===== src/rtl/mult_pkg.sv =====
// Shared types and constants for the shift-add multiplier controller.
package mult_pkg;

    localparam int MULT_WIDTH_DEF = 8;

    typedef enum logic [1:0] {
        IDLE = 2'd0,
        CALC = 2'd1,
        DONE = 2'd2
    } state_t;

endpackage


===== src/rtl/shift_add_dp.sv =====
// Shift-add datapath: multiplicand/multiplier/accumulator registers, adder and shifters.
// MULT_EARLY_DONE_EN enables the early_last flag (remaining multiplier bits all zero).
module shift_add_dp
    import mult_pkg::*;
#(
    parameter int WIDTH = MULT_WIDTH_DEF
) (
    input  logic               clk,
    input  logic               rst,
    input  logic               load,
    input  logic               step,
    input  logic [WIDTH-1:0]   a,
    input  logic [WIDTH-1:0]   b,
    output logic [2*WIDTH-1:0] acc_nxt,
    output logic               early_last
);

    logic [2*WIDTH-1:0] mcand_r;
    logic [WIDTH-1:0]   mplier_r;
    logic [2*WIDTH-1:0] acc_r;
    logic [2*WIDTH-1:0] acc_nxt_s;
    logic               early_last_s;

    // Conditional add of the shifted multiplicand; wraps mod 2^(2*WIDTH).
    always_comb begin
        acc_nxt_s = acc_r;
        if (mplier_r[0]) begin
            acc_nxt_s = acc_r + mcand_r;
        end else begin
            acc_nxt_s = acc_r;
        end
    end

    // Termination hint: no set bits remain above the one consumed this cycle.
    always_comb begin
        early_last_s = 1'b0;
`ifdef MULT_EARLY_DONE_EN
        early_last_s = (mplier_r[WIDTH-1:1] == '0);
`else
        early_last_s = 1'b0;
`endif
    end

    // Operand capture on load, one shift-add step per CALC cycle.
    always_ff @(posedge clk) begin
        if (rst) begin
            mcand_r  <= '0;
            mplier_r <= '0;
            acc_r    <= '0;
        end else if (load) begin
            mcand_r  <= {{WIDTH{1'b0}}, a};
            mplier_r <= b;
            acc_r    <= '0;
        end else if (step) begin
            mcand_r  <= mcand_r << 1;
            mplier_r <= mplier_r >> 1;
            acc_r    <= acc_nxt_s;
        end else begin
            mcand_r  <= mcand_r;
            mplier_r <= mplier_r;
            acc_r    <= acc_r;
        end
    end

    assign acc_nxt    = acc_nxt_s;
    assign early_last = early_last_s;

endmodule


===== src/rtl/shift_add_mult_ctrl.sv =====
// Sequential unsigned shift-add multiplier: FSM, step counter and result register.
// Define MULT_EARLY_DONE_EN to finish as soon as the remaining multiplier bits are zero.
module shift_add_mult_ctrl
    import mult_pkg::*;
#(
    parameter int WIDTH = MULT_WIDTH_DEF
) (
    input  logic               clk,
    input  logic               rst,
    input  logic               start,
    input  logic [WIDTH-1:0]   a,
    input  logic [WIDTH-1:0]   b,
    output logic               busy,
    output logic               done,
    output logic [2*WIDTH-1:0] product
);

    localparam int CNT_W = (WIDTH > 1) ? $clog2(WIDTH) : 1;

    state_t             state_r;
    state_t             state_nxt_s;
    logic [CNT_W-1:0]   cnt_r;
    logic               busy_r;
    logic               done_r;
    logic [2*WIDTH-1:0] product_r;
    logic               load_s;
    logic               step_s;
    logic               last_step_s;
    logic               enter_done_s;
    logic               early_last_s;
    logic [2*WIDTH-1:0] acc_nxt_s;

    shift_add_dp #(
        .WIDTH (WIDTH)
    ) u_dp (
        .clk        (clk),
        .rst        (rst),
        .load       (load_s),
        .step       (step_s),
        .a          (a),
        .b          (b),
        .acc_nxt    (acc_nxt_s),
        .early_last (early_last_s)
    );

    // Final CALC step: counter exhausted, or (optionally) nothing left to add.
    always_comb begin
        last_step_s = (cnt_r == CNT_W'(WIDTH - 1)) || early_last_s;
    end

    // Next-state logic; start is only honoured in IDLE or DONE.
    always_comb begin
        state_nxt_s  = state_r;
        load_s       = 1'b0;
        step_s       = 1'b0;
        enter_done_s = 1'b0;
        case (state_r)
            IDLE: begin
                if (start) begin
                    state_nxt_s = CALC;
                    load_s      = 1'b1;
                end else begin
                    state_nxt_s = IDLE;
                end
            end
            CALC: begin
                step_s = 1'b1;
                if (last_step_s) begin
                    state_nxt_s  = DONE;
                    enter_done_s = 1'b1;
                end else begin
                    state_nxt_s = CALC;
                end
            end
            DONE: begin
                if (start) begin
                    state_nxt_s = CALC;
                    load_s      = 1'b1;
                end else begin
                    state_nxt_s = IDLE;
                end
            end
            default: begin
                state_nxt_s = IDLE;
            end
        endcase
    end

    // State, counter and registered outputs; product only updates on DONE entry.
    always_ff @(posedge clk) begin
        if (rst) begin
            state_r   <= IDLE;
            cnt_r     <= '0;
            busy_r    <= 1'b0;
            done_r    <= 1'b0;
            product_r <= '0;
        end else begin
            state_r <= state_nxt_s;
            busy_r  <= (state_nxt_s == CALC);
            done_r  <= enter_done_s;
            if (load_s) begin
                cnt_r <= '0;
            end else if (step_s) begin
                cnt_r <= cnt_r + 1'b1;
            end else begin
                cnt_r <= cnt_r;
            end
            if (enter_done_s) begin
                product_r <= acc_nxt_s;
            end else begin
                product_r <= product_r;
            end
        end
    end

    assign busy    = busy_r;
    assign done    = done_r;
    assign product = product_r;

endmodule


===== config.mk =====
export PLATFORM = sky130hd
export DESIGN_NAME = shift_add_mult_ctrl
export DESIGN_NICKNAME = d
export VERILOG_FILES = /design/src/rtl/mult_pkg.sv /design/src/rtl/shift_add_dp.sv /design/src/rtl/shift_add_mult_ctrl.sv
export SDC_FILE = /design/constraint.sdc
export NUM_CORES = 1
export LEC_CHECK = 0
export CORE_ASPECT_RATIO = 1.5
export CORE_MARGIN = 2
export CORE_UTILIZATION = 35
export CTS_BUF_LIST = sky130_fd_sc_hd__clkbuf_4
export DETAILED_ROUTE_END_ITERATION = 8
export HOLD_SLACK_MARGIN = 0.03
export PLACE_DENSITY = 0.5
export SLEW_MARGIN = 40
export SYNTH_ARGS = -nofsm -noshare
export SYNTH_HDL_FRONTEND = slang
export SYNTH_SLANG_ARGS = --single-unit

===== constraint.sdc =====
create_clock -name clk -period 3.3 [get_ports clk]
set_input_delay 0.66 -clock clk [delete_from_list [all_inputs] [get_ports clk]]
set_output_delay 0.66 -clock clk [all_outputs]
set_load 0.01 [all_outputs]

==> out/qor.txt, run 1 <==
Outcome - complete, no violations
Number of synthesis warnings - 0
R2r setup slk - 740 ps
Clk_lat worst skew - 420 ps
Tmin final - 2564 ps
WL per Instance - 16.05 µm
Cell Pwr Density - 369.5 nW/µm²
Ys flop type - dfxtp_1
Antenna cell count - 0
Initial antenna violation count - 0
Switching part of the total power - 0.2983
Synth top area cells - dfxtp_1 (38%), nand2_1 (8.6%), ha_1 (6.4%), nor2_1 (4.5%), a311oi_1 (4.5%)
# port buffers - 36
Final Hold Violating Endpoints - 0
Post-Syn Area - 3333 µm²
Critical path data required time - 3630 ps
Crit path max-delay cell type - fa_1
Vias in the first global route - 2,882
Fillers - 980
Worst slack, placed - 754.8 ps
Hold Crit Depth - 2
CTS resizes - 0
Min-Delay Path Class - reg -> reg
Power share of the combinational group - 0.130
Setup TNS - 0 ps
Area Overhead vs Synth - 16.33%
Iteration-0 DRC Markers - 97
Worst Setup End Kind - register
Critical path peak fanout - 3
LEAKAGE - 1.423 nW
Placed Cells - 534
First-pass GRT wire length - 14,120 µm
Placer Congestion - 0.8516
Worst endpoint data arrival time - 2900 ps
Power share of the clock group - 0.310
Seq pwr share - 0.560
Layout Cells excl Fill - 550
Final Max Tran Viols - 0
Total core area - 9254 µm²
Setup Buffers After CTS - 0
MaxCap Viol Count - 0
Via count - 2,966
Clk sinks - 63
Die width - 83.68 µm
Largest area contributor in the netlist - dfxtp_1
Cell depth of the worst flop-to-flop path - 8
FFs w/ async S/R, synth - 0
Peak Freq - 389.9 MHz
Worst path bufs/invs - 0
Number of synthesized flops with an enable pin - 0
Startpoint types - register
Unique masters post-synth - 48
Most common cell in the netlist - nand2_1
Rel. slew slack - 0.5160
Post-synth top area share - 0.3784
Kind of critical path - reg -> reg
Worst path cell trace - ha_1 > fa_1 > a21oi_1 > o211a_1 > o21ai_1 > a31oi_1 > mux2_2 > a311oi_1
Slew @ Worst Pin - 726.0 ps
Syn Nets - 445
Sequential fraction of the synthesis area - 0.3784
CP top delay family - compound AO/OA/AOI/OAI gates
DR vias/cell - 5.393
Largest net degree at the start of global routing - 37
Layout cells sized above 1 - 0.07534
Die Footprint - 10,340 µm²
Reg clk slew, reported paths - 110 ps
Setup ws final - 735.6 ps
CTS root buf - clkbuf_4
Die height - 123.5 µm
Clock buffer count from CTS - 9
Drt pass-1 iters - 4
ANT nets after route - 0
Drt total wl - 8826 µm
Synthesized instance count - 408
Skew final - 12.68 ps
Endpoints failing setup - 0
Worst hold margin - 467.8 ps
Synthesized flop and latch total - 63
CP peak stage delay - 420 ps
Post-CTS Hold Fix Bufs - 0
DP Wirelength - 6496 µm
Starting Density - 0.3602
CTS tree - done
NumNets Final - 470
GR Util All Layers - 0.1770
I/O Pins - 37
Top cells by count, synth - nand2_1 (76), dfxtp_1 (63), nor2_1 (40)
Total gr overflow - 0
Finished layout cell area - 3877 µm²
Final core utilization - 0.4190
VDD IR-drop max - 0.1914 mV
Crit. path cell count - 8
Synthesized area per cell - 8.170 µm²
Num rows - 43
Worst-case clock buffer depth - 2
Unrepaired setup endpoints after global routing - false
Area post-placement - 3770 µm²
Final Total Pwr - 1.433 mW
Clock H-tree levels - 3
Drc violations - 0
Internal power - 1.005 mW
Final worst-path cycle share - 0.7771
Psw - 0.4273 mW
-- cells by family after synthesis --
family / share of synthesized area
DFF: 0.3784
muxes: 0.03942
adders and majority gates: 0.06982
and+or+nand+nor: 0.2365
xor gates and xnor gates: 0.03153
buffers and inverters: 0.04242
AOI/OAI and AO/OA: 0.2019
-- worst min-delay path, delay by kind of cell (launching register included) --
family	cells	cell delay, ps
compound gates	1	50
flops	1	330
simple gates	1	50
-- placed cells by master, fill, tap and decap left out, types with 3 or more instances in the layout --
master / instances
a21oi_1: 26
xor2_1: 7
o21a_1: 3
a311oi_1: 17
clkinvlp_4: 3
nand3_1: 12
buf_4: 9
a21o_1: 8
or3_1: 6
clkdlybuf4s50_1: 36
nand4_1: 7
o21ai_0: 11
nand2b_1: 7
a211oi_1: 13
xnor2_1: 5
nor2_1: 40
nand2_1: 76
dfxtp_1: 63
ha_1: 17
a31oi_1: 7
mux2i_1: 12
clkbuf_4: 9
nor3_1: 9
-- flip-flops by register name (all words and copies together), names as in the netlist --
name,cells
busy,1
u_dp.acc_r,16
done,1
product,16
cnt_r,3
u_dp.mplier_r,8
state_r,2
u_dp.mcand_r,16
-- metal layers --
| layer | track usage | routed length [µm] | up-vias |
|---|---|---|---|
| li1 | - | - | 1511 |
| met1 | 0.1878 | 3694 | 1370 |
| met2 | 0.3190 | 4425 | 61 |
| met3 | 0.02403 | 212 | 24 |
| met4 | 0.1310 | 493 | 0 |
| met5 | 0 | 0 | - |
-- path summary, 6_finish.rpt --
kind                              startpoint                        to
setup / recovery  u_dp.acc_r[0]$_SDFFE_PP0N_  product[10]$_SDFFE_PP0P_
hold / removal         cnt_r[2]$_SDFFE_PP0N_     cnt_r[2]$_SDFFE_PP0N_
setup reg to reg  u_dp.acc_r[0]$_SDFFE_PP0N_  product[10]$_SDFFE_PP0P_
hold reg to reg        cnt_r[2]$_SDFFE_PP0N_     cnt_r[2]$_SDFFE_PP0N_
-- layout make-up --
| cell class | instances | area (µm²) | area share |
|---|---|---|---|
| clock inverters | 7 | 40.04 | 0.01033 |
| clock buffers | 9 | 67.56 | 0.01742 |
| well taps | 112 | 140.1 | 0.03614 |
| flip-flops and latches | 63 | 1261 | 0.3253 |
| repair buffers | 45 | 427.9 | 0.1104 |
| multi-input cells | 312 | 1933 | 0.4985 |
| inverters | 2 | 7.507 | 0.001936 |
-- power by group through the flow --
| stage | Sequential, mW | Clock, mW | Combinational, mW |
|---|---|---|---|
| 5_1_grt | 0.805 | 0.494 | 0.206 |
| 4_1_cts | 0.802 | 0.466 | 0.189 |
| 3_5_place_dp | 0.819 | 0 | 0.188 |
| 3_3_place_gp | 0.819 | 0 | 0.187 |
| 6_report | 0.802 | 0.445 | 0.186 |
| 2_1_floorplan | 0.813 | 0 | 0.127 |
(Power assumes the default switching activity.)
==> run 2, diff against run 1 <==
==> constraint.sdc (replaced) <==
create_clock -name clk -period 2.7 [get_ports clk]
set_input_delay 0.54 -clock clk [delete_from_list [all_inputs] [get_ports clk]]
set_output_delay 0.54 -clock clk [all_outputs]
set_load 0.01 [all_outputs]
==> run 2 against run 1 <==
Effect of this change:
- power increased by 30%
- combinational power increased by 23%
- cell count increased by 0.73%
- fmax increased by 2.6%
- first-iteration DRC count increased by 36%
- global-route usage increased by 0.50 points
- clock power increased by 47%
- setup slack got worse by 540 ps
- critical path type unchanged
- cell area increased by 1.7%
==> out/qor.txt, run 2 (same netlist as run 1, synthesis figures left out) <==
Outcome - complete, no violations (unchanged)
Setup Buffers After CTS - 0 (unchanged)
Cell Pwr Density - 471.7 nW/µm² (was 369.5 nW/µm²)
MaxCap Viol Count - 0 (unchanged)
Rel. slew slack - 0.6318 (was 0.5160)
Reg-to-reg critical path endpoint - product[10]$_SDFFE_PP0P_ (unchanged)
Clk_lat worst skew - 420 ps (about the same)
Slew @ Worst Pin - 548.9 ps (was 726.0 ps)
Worst R2R Start - u_dp.acc_r[0]$_SDFFE_PP0N_ (unchanged)
Die width - 83.68 µm (unchanged)
Placed Cells - 538 (was 534)
Final Max Tran Viols - 0 (unchanged)
DR vias/cell - 5.314 (was 5.393)
Worst endpoint data arrival time - 2840 ps (was 2900 ps)
Num rows - 43 (unchanged)
Die Footprint - 10,340 µm² (unchanged)
Fillers - 992 (was 980)
ANT nets after route - 0 (unchanged)
VDD IR-drop max - 0.2505 mV (was 0.1914 mV)
Total gr overflow - 0 (unchanged)
Clk sinks - 63 (unchanged)
Clock H-tree levels - 3 (unchanged)
Wire length on met1 - 3547 µm (was 3694 µm)
CTS root buf - clkbuf_4 (unchanged)
R2r setup slk - 200 ps (was 740 ps)
Met3 WL - 327 µm (was 212 µm)
CTS resizes - 0 (unchanged)
Tmin final - 2500 ps (was 2564 ps)
# port buffers - 36 (unchanged)
Skew final - 13.55 ps (was 12.68 ps)
Worst-case clock buffer depth - 2 (unchanged)
Clock buffer count from CTS - 9 (unchanged)
Drt total wl - 8784 µm (was 8826 µm)
Drt pass-1 iters - 4 (unchanged)
Final core utilization - 0.4262 (was 0.4190)
I/O Pins - 37 (unchanged)
Commonest cells after routing, fill and taps aside - nand2_1 (76), dfxtp_1 (63), nor2_1 (40) (unchanged)
Min-Delay Path Class - reg -> reg (unchanged)
Drc violations - 0 (unchanged)
Crit path max-delay cell type - fa_1 (unchanged)
Layout Cells excl Fill - 554 (was 550)
Setup TNS - 0 ps (unchanged)
Reg clk slew, reported paths - 110 ps (about the same)
CP top delay family - compound AO/OA/AOI/OAI gates (unchanged)
Layout cells sized above 1 - 0.09050 (was 0.07534)
CTS tree - done (unchanged)
WL per Instance - 15.86 µm (was 16.05 µm)
Initial antenna violation count - 0 (unchanged)
Finished layout cell area - 3944 µm² (was 3877 µm²)
Hold Crit Depth - 2 (unchanged)
Peak Freq - 400.0 MHz (was 389.9 MHz)
DP Wirelength - 6519 µm (was 6496 µm)
Worst path bufs/invs - 0 (unchanged)
Area Overhead vs Synth - 18.32% (was 16.33%)
Commonest non-fill, non-tap cell in the layout - nand2_1 (unchanged)
Largest net degree at the start of global routing - 35 (was 37)
NumNets Final - 474 (was 470)
Vias in the first global route - 2,839 (was 2,882)
Final Hold Violating Endpoints - 0 (unchanged)
Worst Setup End Kind - register (unchanged)
Starting Density - 0.3602 (unchanged)
Met2 WL post-DR - 4496 µm (was 4425 µm)
LEAKAGE - 1.466 nW (was 1.423 nW)
First-pass GRT wire length - 14,380 µm (was 14,120 µm)
Final worst-path cycle share - 0.9260 (was 0.7771)
CP peak stage delay - 420 ps (about the same)
Total core area - 9254 µm² (unchanged)
DR top layer - met4 (unchanged)
GR Util All Layers - 0.1820 (was 0.1770)
Hold Crit Start - cnt_r[1]$_SDFFE_PP0N_ (was cnt_r[2]$_SDFFE_PP0N_)
Via count - 2,944 (was 2,966)
Kind of critical path - reg -> reg (unchanged)
Post-CTS Hold Fix Bufs - 0 (unchanged)
Die height - 123.5 µm (unchanged)
Worst hold margin - 472.1 ps (was 467.8 ps)
Iteration-0 DRC Markers - 132 (was 97)
Critical path data required time - 3040 ps (was 3630 ps)
Placer Congestion - 0.8769 (was 0.8516)
Unrepaired setup endpoints after global routing - false (unchanged)
Antenna cell count - 0 (unchanged)
Endpoints failing setup - 0 (unchanged)
Hold EP - cnt_r[1]$_SDFFE_PP0N_ (was cnt_r[2]$_SDFFE_PP0N_)
Startpoint types - register (unchanged)
Critical path peak fanout - 3 (unchanged)
Worst path cell trace - ha_1 > fa_1 > a21oi_1 > o211a_1 > o21ai_1 > a31oi_1 > mux2_2 > a311oi_1 (unchanged)
Cell depth of the worst flop-to-flop path - 8 (unchanged)
Area post-placement - 3802 µm² (was 3770 µm²)
[run 2: changes by cell type in the layout (fill, tap and decap cells not counted)]
cell / change
clkinv_4: +3
bufinv_16: +1
clkinv_1: -2
nand2b_2: +1
buf_4: +4
clkinvlp_4: -2
nand2b_1: -1
[run 2: worst max-delay path by stage]
stage                               startpoint                       end  slack (ps)  depth (start not counted)
floorplan           u_dp.acc_r[0]$_SDFFE_PP0N_  product[10]$_SDFFE_PP0P_         380                          8
CTS                 u_dp.acc_r[0]$_SDFFE_PP0N_  product[10]$_SDFFE_PP0P_         170                          8
finish              u_dp.acc_r[0]$_SDFFE_PP0N_  product[10]$_SDFFE_PP0P_         200                          8
detailed placement  u_dp.acc_r[0]$_SDFFE_PP0N_  product[10]$_SDFFE_PP0P_         210                          8
global route        u_dp.acc_r[0]$_SDFFE_PP0N_  product[10]$_SDFFE_PP0P_          10                          8
global placement    u_dp.acc_r[0]$_SDFFE_PP0N_  product[10]$_SDFFE_PP0P_         220                          8
[run 2: tightest hold or removal path, stage by stage (launching register included)]
cell,delay [ps]
dfxtp_1,330
nand2_1,50
a21oi_1,50
[run 2: layout make-up]
cell class | instances | area, µm² | share of cell area
Tap cell | 112 | 140.1 | 0.03553
Multi-Input combinational cell | 312 | 1936 | 0.4908
Timing Repair Buffer | 49 | 457.9 | 0.1161
Clock inverter | 7 | 73.82 | 0.01872
Clock buffer | 9 | 67.56 | 0.01713
Sequential cell | 63 | 1261 | 0.3198
Inverter | 2 | 7.507 | 0.001904
[run 2: layer usage]
layer	track usage	up-vias
met2	0.3275	70
met4	0.1089	0
met3	0.04005	26
met5	0	-
met1	0.1945	1332
li1	-	1516
[run 2: per-stage QoR]
step	setup WS [ps]	total power, mW
after floorplan	382.4	1.149
after global placement	215.2	1.232
after detailed placement	205.5	1.234
after CTS	172.1	1.906
after global routing	11.80	1.968
final	199.8	1.860
[run 2: power breakdown]
part,internal (mW),leakage [nW],switching (mW)
combinational,0.0943,0.878,0.135
clock,0.283,0.0759,0.369
sequential,0.958,0.512,0.0223
total,1.33,1.47,0.526
==> run 3, diff against run 2 <==
--- a/config.mk
+++ b/config.mk
@@ -7,11 +7,12 @@
 export LEC_CHECK = 0
 export CORE_ASPECT_RATIO = 1.5
 export CORE_MARGIN = 2
-export CORE_UTILIZATION = 35
+export CORE_UTILIZATION = 45
 export CTS_BUF_LIST = sky130_fd_sc_hd__clkbuf_4
+export CTS_CLUSTER_SIZE = 16
 export DETAILED_ROUTE_END_ITERATION = 8
 export HOLD_SLACK_MARGIN = 0.03
-export PLACE_DENSITY = 0.5
+export PLACE_DENSITY = 0.62
 export SLEW_MARGIN = 40
 export SYNTH_ARGS = -nofsm -noshare
 export SYNTH_HDL_FRONTEND = slang
==> run 3 against run 2 <==
Effect of this change:
- sequential share of layout area fell by 0.19 points
- critical path depth did not move
- clock skew rose by 2.1 ps
- clock power rose by 15%
- cell count fell by 1.6%
- setup slack got worse by 96 ps
- register-to-register slack got worse by 96 ps
- non-clock buffer count rose by 3
- wire length fell by 2.0%
- first-iteration DRC count rose by 17%
- utilization rose by 12 points
- worst hold slack got worse by 3.9 ps
==> out/qor.txt, run 3 (same netlist as run 1, synthesis figures left out) <==
Layout cells sized above 1 - 0.09213 (was 0.09050)
Die width - 74.27 µm (was 83.68 µm)
Final Max Tran Viols - 0 (unchanged)
Global-route met2 utilization - 0.4165 (was 0.3275)
Rel. slew slack - 0.4808 (was 0.6318)
MaxCap Viol Count - 0 (unchanged)
Hold Crit Start - cnt_r[2]$_SDFFE_PP0N_ (was cnt_r[1]$_SDFFE_PP0N_)
VDD IR-drop max - 0.4436 mV (was 0.2505 mV)
Met1 Usage GRT - 0.2432 (was 0.1945)
Skew final - 15.68 ps (was 13.55 ps)
Seq pwr share - 0.502 (was 0.527)
Clock buffer count from CTS - 9 (unchanged)
Final Hold Violating Endpoints - 0 (unchanged)
Psw - 0.5245 mW (was 0.5257 mW)
ANT nets after route - 0 (unchanged)
Endpoints failing setup - 0 (unchanged)
Hold Crit Depth - 2 (unchanged)
CTS root buf - clkbuf_4 (unchanged)
Vias in the first global route - 2,861 (was 2,839)
Hold EP - cnt_r[2]$_SDFFE_PP0N_ (was cnt_r[1]$_SDFFE_PP0N_)
Grt peak-use layer - met2 (unchanged)
# port buffers - 36 (unchanged)
Placer Congestion - 0.9146 (was 0.8769)
Reg-to-reg critical path endpoint - product[10]$_SDFFE_PP0P_ (unchanged)
GR Util All Layers - 0.2298 (was 0.1820)
Clk sinks - 63 (unchanged)
Total core area - 7227 µm² (was 9254 µm²)
Finished layout cell area - 3968 µm² (was 3944 µm²)
Commonest non-fill, non-tap cell in the layout - nand2_1 (unchanged)
Final worst-path cycle share - 0.9617 (was 0.9260)
Outcome - complete, no violations (unchanged)
Tmin final - 2597 ps (was 2500 ps)
Drt total wl - 8607 µm (was 8784 µm)
Startpoint types - register (unchanged)
Initial antenna violation count - 0 (unchanged)
Switching part of the total power - 0.2676 (was 0.2826)
DP Wirelength - 6403 µm (was 6519 µm)
Internal power - 1.435 mW (was 1.335 mW)
CTS resizes - 0 (unchanged)
Area post-placement - 3807 µm² (was 3802 µm²)
Clock H-tree levels - 3 (unchanged)
Commonest cells after routing, fill and taps aside - nand2_1 (76), dfxtp_1 (63), nor2_1 (40) (unchanged)
Critical path peak fanout - 3 (unchanged)
Num rows - 38 (was 43)
Critical path data required time - 3030 ps (was 3040 ps)
Die height - 109.4 µm (was 123.5 µm)
Drt pass-1 iters - 4 (unchanged)
Die Footprint - 8126 µm² (was 10,340 µm²)
Placed Cells - 529 (was 538)
Drc violations - 0 (unchanged)
Starting Density - 0.4612 (was 0.3602)
R2r setup slk - 100 ps (was 200 ps)
Clk_lat worst skew - 430 ps (was 420 ps)
Min-Delay Path Class - reg -> reg (unchanged)
DR vias/cell - 5.580 (was 5.314)
Worst slack, placed - 211.8 ps (was 205.5 ps)
Worst endpoint data arrival time - 2930 ps (was 2840 ps)
NumNets Final - 477 (was 474)
Slew @ Worst Pin - 778.8 ps (was 548.9 ps)
Worst Setup End Kind - register (unchanged)
Setup ws final - 103.5 ps (was 199.8 ps)
Total gr overflow - 0 (unchanged)
Kind of critical path - reg -> reg (unchanged)
Power share of the clock group - 0.383 (was 0.350)
Via count - 3,041 (was 2,944)
First-pass GRT wire length - 13,810 µm (was 14,380 µm)
Reg clk slew, reported paths - 110 ps (about the same)
Worst-case clock buffer depth - 2 (unchanged)
Area Overhead vs Synth - 19.03% (was 18.32%)
Antenna cell count - 0 (unchanged)
WL per Instance - 15.79 µm (was 15.86 µm)
I/O Pins - 37 (unchanged)
Largest net degree at the start of global routing - 34 (was 35)
Met3 track demand over resource - 0.03850 (was 0.04005)
Peak Freq - 385.1 MHz (was 400.0 MHz)
Worst R2R Start - u_dp.acc_r[0]$_SDFFE_PP0N_ (unchanged)
Unrepaired setup endpoints after global routing - false (unchanged)
Cell depth of the worst flop-to-flop path - 8 (unchanged)
CTS tree - done (unchanged)
Cell Pwr Density - 493.9 nW/µm² (was 471.7 nW/µm²)
Setup TNS - 0 ps (unchanged)
Power share of the combinational group - 0.115 (was 0.123)
Post-CTS Hold Fix Bufs - 0 (unchanged)
Setup Buffers After CTS - 0 (unchanged)
LEAKAGE - 1.489 nW (was 1.466 nW)
Layout Cells excl Fill - 545 (was 554)
Iteration-0 DRC Markers - 154 (was 132)
run 3: worst max-delay path by stage:
stage	start	end	slack, ps
final	u_dp.acc_r[0]$_SDFFE_PP0N_	product[10]$_SDFFE_PP0P_	100
after global routing	u_dp.acc_r[0]$_SDFFE_PP0N_	product[10]$_SDFFE_PP0P_	50
after CTS	u_dp.acc_r[0]$_SDFFE_PP0N_	product[10]$_SDFFE_PP0P_	200
after detailed placement	u_dp.acc_r[0]$_SDFFE_PP0N_	product[10]$_SDFFE_PP0P_	210
after global placement	u_dp.acc_r[0]$_SDFFE_PP0N_	product[10]$_SDFFE_PP0P_	260
after floorplan	u_dp.acc_r[0]$_SDFFE_PP0N_	product[10]$_SDFFE_PP0P_	380
run 3: metrics by stage:
stage | power [mW] | util | hold slack (ps)
2_1_floorplan | 1.149 | - | 440.0
3_3_place_gp | 1.227 | 0.5268 | 448.9
3_5_place_dp | 1.231 | 0.5268 | 455.2
4_1_cts | 1.977 | 0.5490 | 471.1
5_1_grt | 2.050 | 0.5490 | 492.5
6_report | 1.960 | 0.5490 | 468.2
run 3: layer usage:
metal	part of all wire	wire length (µm)
met4	0.036	313
met1	0.39	3374
met3	0.032	274
met2	0.54	4644
met5	0	0
run 3: area by class of cell:
cell class | instances | area, µm²
fill | 719 | 3259
multi-input combinational | 312 | 1933
sequential | 63 | 1261
timing repair buffer | 52 | 480.5
tap | 100 | 125.1
clock inverter | 6 | 85.08
clock buffer | 10 | 75.07
inverter | 2 | 7.507
run 3: power groups by stage:
stage               Sequential (mW)  Clock, mW  Combinational, mW
global placement               1.00          0              0.225
CTS                           0.983      0.766              0.228
floorplan                     0.994          0              0.155
finish                        0.983      0.751              0.226
detailed placement             1.00          0              0.227
global route                  0.987      0.810              0.253
run 3: worst max-delay path: stages, from the launching register on:
cell and delay [ps]:
dfxtp_1 340, ha_1 240, fa_1 420, a21oi_1 210, o211a_1 220, o21ai_1 110, a31oi_1 310, mux2_2 380
a311oi_1 290
